`config.mk`:
```
export PLATFORM = sky130hd
export DESIGN_NAME = nibble_deserializer
export DESIGN_NICKNAME = d
export VERILOG_FILES = /design/src/rtl/nibble_pkg.sv /design/src/rtl/nibble_shift_reg.sv /design/src/rtl/nibble_deserializer.sv
export SDC_FILE = /design/constraint.sdc
export NUM_CORES = 1
export LEC_CHECK = 0
export CAP_MARGIN = 20
export CORE_AREA = 2 2 39 41
export DETAILED_ROUTE_END_ITERATION = 8
export DIE_AREA = 0 0 41 43
export PLACE_DENSITY = 0.82
export SYNTH_ARGS = -nofsm -noshare
export SYNTH_HDL_FRONTEND = slang
export SYNTH_SLANG_ARGS = --single-unit
```
`constraint.sdc`:
```
create_clock -name i_clk -period 1.67 [get_ports i_clk]
set_clock_uncertainty 0.05 [all_clocks]
set_input_delay 0.334 -clock i_clk [delete_from_list [all_inputs] [get_ports i_clk]]
set_output_delay 0.334 -clock i_clk [all_outputs]
set_load 0.005 [all_outputs]
```
`src/rtl/nibble_pkg.sv`:
```
// Shared constants and types for the nibble deserializer front end.
package nibble_pkg;
   localparam int NIBBLE_W     = 4;
   localparam int NIBBLE_CNT_W = 3;
   typedef logic [NIBBLE_W-1:0] nibble_t;
endpackage

```
`src/rtl/nibble_shift_reg.sv`:
```
// MSB-first shift register with bit counter and sync restart; strobes o_done
// in the cycle the final frame bit is sampled, with the full frame on o_frame.
module nibble_shift_reg
   import nibble_pkg::*;
#(
   parameter int FRAME_W = NIBBLE_W
) (
   input  logic               i_clk,
   input  logic               i_rst,
   input  logic               i_sin,
   input  logic               i_sin_valid,
   input  logic               i_sync,
   output logic               o_done,
   output logic [FRAME_W-1:0] o_frame,
   output logic               o_busy
);
   localparam logic [NIBBLE_CNT_W-1:0] LAST = NIBBLE_CNT_W'(FRAME_W - 1);

   logic [FRAME_W-1:0]      r_sr;
   logic [NIBBLE_CNT_W-1:0] r_cnt;
   logic [FRAME_W-1:0]      w_sr;
   logic [NIBBLE_CNT_W-1:0] w_cnt;
   logic [FRAME_W-1:0]      w_next_sr;
   logic                    w_done;

   // sync makes the bit sampled in the same cycle bit 0 of a fresh frame
   assign w_cnt     = i_sync ? '0 : r_cnt;
   assign w_sr      = i_sync ? '0 : r_sr;
   assign w_next_sr = {w_sr[FRAME_W-2:0], i_sin};
   assign w_done    = i_sin_valid && (w_cnt == LAST);

   always_ff @(posedge i_clk) begin
      if (i_rst) begin
         r_sr  <= '0;
         r_cnt <= '0;
      end else if (i_sin_valid) begin
         r_sr  <= w_next_sr;
         r_cnt <= w_done ? '0 : w_cnt + 1'b1;
      end else if (i_sync) begin
         r_sr  <= '0;
         r_cnt <= '0;
      end
   end

   assign o_done  = w_done;
   assign o_frame = w_next_sr;
   assign o_busy  = (r_cnt != '0);
endmodule

```
`src/rtl/nibble_deserializer.sv`:
```
// Serial-to-parallel nibble front end with one-entry output register and
// sticky overflow. Define NIBBLE_DES_PARITY_EN for a trailing odd-parity bit.
module nibble_deserializer
   import nibble_pkg::*;
#(
   parameter int W = NIBBLE_W
) (
   input  logic         i_clk,
   input  logic         i_rst,
   input  logic         i_sin,
   input  logic         i_sin_valid,
   input  logic         i_sync,
   output logic [W-1:0] o_word,
   output logic         o_word_valid,
   input  logic         i_word_ready,
   output logic         o_busy,
   output logic         o_overflow,
   output logic         o_parity_err
);
`ifdef NIBBLE_DES_PARITY_EN
   localparam int FRAME_W = W + 1;
`else
   localparam int FRAME_W = W;
`endif

   logic               w_done;
   logic [FRAME_W-1:0] w_frame;
   logic [W-1:0]       w_word;
   logic               w_par_ok;
   logic               w_accept;
   logic               w_load;
   logic               w_drop;
   logic [W-1:0]       r_word;
   logic               r_valid;
   logic               r_ovf;

   nibble_shift_reg #(.FRAME_W(FRAME_W)) u_sr (
      .i_clk       (i_clk),
      .i_rst       (i_rst),
      .i_sin       (i_sin),
      .i_sin_valid (i_sin_valid),
      .i_sync      (i_sync),
      .o_done      (w_done),
      .o_frame     (w_frame),
      .o_busy      (o_busy)
   );

   assign w_word = w_frame[FRAME_W-1 -: W];

`ifdef NIBBLE_DES_PARITY_EN
   logic r_perr;
   assign w_par_ok = ^w_frame;
   always_ff @(posedge i_clk) begin
      if (i_rst) r_perr <= 1'b0;
      else       r_perr <= w_done & ~w_par_ok;
   end
   assign o_parity_err = r_perr;
`else
   assign w_par_ok     = 1'b1;
   assign o_parity_err = 1'b0;
`endif

   // a word failing parity is neither loaded nor counted as overflow
   assign w_accept = w_done & w_par_ok;
   assign w_load   = w_accept & (~r_valid | i_word_ready);
   assign w_drop   = w_accept & r_valid & ~i_word_ready;

   always_ff @(posedge i_clk) begin
      if (i_rst) begin
         r_word  <= '0;
         r_valid <= 1'b0;
         r_ovf   <= 1'b0;
      end else begin
         if (w_load) r_word <= w_word;
         r_valid <= w_load | (r_valid & ~i_word_ready);
         if (w_drop) r_ovf <= 1'b1;
      end
   end

   assign o_word       = r_word;
   assign o_word_valid = r_valid;
   assign o_overflow   = r_ovf;
endmodule

```
==> results.json <==
{
  "ys_seq_area_share_pct": 42.5,
  "synth_compound_area_share_pct": 6.42,
  "leakage_nw": 0.290,
  "wl_per_cell_um": 11.1,
  "io_buffers": 12,
  "hpwl_um": 811,
  "layout_common_cells": "12 x dfxtp_1, 11 x clkdlybuf4s50_1, 6 x mux2i_1, 5 x buf_4, 4 x nor2_1",
  "diodes": 0,
  "clkLatencyLatePin_ps": 260,
  "viasPerCell": 4.97,
  "cts_buffers": 3,
  "grt_start_max_net_pins": 9,
  "drt_iter0_markers": 4,
  "start_util_pct": 40.9,
  "synth_nets": 64,
  "synthXorXnorAreaFrac_pct": 1.55,
  "die_w_um": 41,
  "drt_wl_total_um": 995,
  "track_usage_pct": 13.8,
  "critical_path_class": "reg2out",
  "drc_errors": 0,
  "cts_tree": "done",
  "whs_path_depth": 2,
  "rows": 14,
  "ys_ff_latch": 12,
  "synthToLayoutAreaGrowth_pct": 32.5,
  "root_buffer": "clkbuf_4",
  "grt_pass1_vias": 420,
  "final_nets": 82,
  "worst-r2r-setup-slack_ps": 320,
  "gp_congestion": 0.728,
  "clk_pin_slew_worst_paths_ps": 80,
  "fmax_mhz": 633,
  "yosysWarnings": 0,
  "end_kind": "output pin",
  "cts_buffer_depth": 2,
  "cp.arrival_ps": 1200,
  "rsz0062_at_grt": "false",
  "setup_slack_ps": 90.9,
  "crit_path_start_kind": "flip-flop",
  "finalCriticalPeriod_ps": 1580,
  "synth_top_family_by_area": "simple AND/OR/NAND/NOR gates",
  "use_met3_pct": 4.71,
  "use_met2_pct": 19.7,
  "finalMaxSlewViolations": 0,
  "muxShareOfSynthArea_pct": 10.6,
  "syn_area_per_cell_um2": 9.92,
  "use_met1_pct": 17.2,
  "final_common_cell": "dfxtp_1",
  "core_area_mm2": 0.00138,
  "die_y_um": 43,
  "hold_viol_final": 0,
  "dieArea_mm2": 0.00176,
  "layout-drive-gt1-share_pct": 20.3,
  "drtAntennaViolNets": 0,
  "critPathMaxFanout": 4,
  "top_usage_layer": "met2",
  "overflow": 0,
  "finalSetupViolCount": 0,
  "postCtsHoldBufs": 0,
  "vias": 447,
  "whs_ps": 414,
  "drt_pass1_iterations": 2,
  "place_ws_ps": -206,
  "pwr_density_cell_mw_per_mm2": 767,
  "synthAdderAreaFrac_pct": 2.21,
  "post-route-period-util_pct": 94.6,
  "htree_levels": 1,
  "grt_pass1_wl_um": 1640,
  "cp_data_required_time_ps": 1290,
  "drv_cap": 0,
  "hold_class": "reg2reg",
  "syn-instance-count": 57,
  "ys_types": 27,
  "ff2ff_path_depth": 5,
  "io_pins": 14,
  "antenna_found_initial": 0,
  "peakVddDrop_uv": 314,
  "synth_area_um2": 566,
  "status": "finished, final reports clean",
  "synth-simple-area-share_pct": 29.9,
  "clock_sinks": 12
}
## synthesized netlist by cell type
| cell | n | area share (%) |
|---|---|---|
| a211oi_1 | 1 | 1.3 |
| a21oi_1 | 3 | 2.7 |
| a31oi_1 | 1 | 1.1 |
| and2_4 | 1 | 1.5 |
| and2b_1 | 2 | 2.7 |
| buf_2 | 1 | 0.88 |
| buf_4 | 2 | 2.7 |
| buf_6 | 1 | 2.0 |
| conb_1 | 1 | 0.66 |
| dfxtp_1 | 12 | 42 |
| ha_1 | 1 | 2.2 |
| inv_1 | 1 | 0.66 |
| mux2i_1 | 6 | 11 |
| nand2_1 | 3 | 2.0 |
| nand2_4 | 1 | 2.0 |
| nand2b_1 | 2 | 2.2 |
| nand3b_1 | 3 | 4.0 |
| nand4_1 | 1 | 1.1 |
| nor2_1 | 4 | 2.7 |
| nor2b_2 | 2 | 3.1 |
| nor3_1 | 2 | 1.8 |
| nor3_4 | 1 | 2.9 |
| nor3b_1 | 1 | 1.3 |
| nor4b_1 | 1 | 1.5 |
| o31ai_1 | 1 | 1.3 |
| or3_1 | 1 | 1.1 |
| xnor2_1 | 1 | 1.5 |
## where the power goes
group          switching [mW]  total [mW]  leakage (nW)  internal (mW)
registers             0.00202       0.292        0.0972          0.290
clock network          0.0962       0.228        0.0210          0.132
logic                  0.0225      0.0540         0.172         0.0315
total                   0.121       0.575         0.290          0.454
## metrics by stage
stage	power (mW)	cell area (um^2)	utilization [%]	TNS [ps]	instances
CTS	0.581	747	54.0	0	90
global route	0.602	749	54.2	0	90
detailed placement	0.355	712	51.4	-900	86
floorplan	0.331	566	-	0	57
global placement	0.354	712	51.4	-659	86
finish	0.575	749	54.2	0	90
## what timing repair did
action                                 4_1_cts  5_1_grt
setup endpoints to repair                    1        1
endpoints found under the hold margin        0        0
resized for setup                            1        1
pin swaps                                    0        1
buffers inserted                             0        0
## kinds of logic (layout without fill, tap and decap cells)
| family | after synthesis | count (layout) |
|---|---|---|
| other cells | 1 | 1 |
| buf+inv | 5 | 22 |
| simple gates | 25 | 25 |
| mux | 6 | 6 |
| compound gates | 6 | 6 |
| xor+xnor | 1 | 1 |
| fa+ha+maj | 1 | 1 |
| flops | 12 | 12 |
## path summary, 6_finish.rpt
check | startpoint | end
worst max-delay path | u_sr.r_cnt[2] | o_busy
worst min-delay path | o_word[2] | o_word[2]
worst max register to register | u_sr.r_cnt[1] | o_word[1]
worst min register to register | o_word[2] | o_word[2]
## worst max-delay path, stage by stage, from the launching register on
cell and delay (ps):
dfxtp_1 330, or3_1 330, dlygate4sd2_1 260
## metal layers
layer	vias to the layer above	share of wire (%)
met5	-	0
met2	8	47
li1	230	-
met1	209	50
met3	0	3.4
met4	0	0
## registers in the layout (all words and copies together), names as in the netlist
signal and cells:
u_sr.r_cnt 3, o_overflow 1, o_word 4, u_sr.r_sr 3, o_word_valid 1
## layout make-up
class                   instances  area (um^2)
well taps                      16         20.0
inverters                       1         3.75
repair buffers                 17          156
flip-flops and latches         12          240
multi-input cells              40          293
clock buffers                   4         36.3
fillers                       126          634
Power figures use the tool's default switching activity.
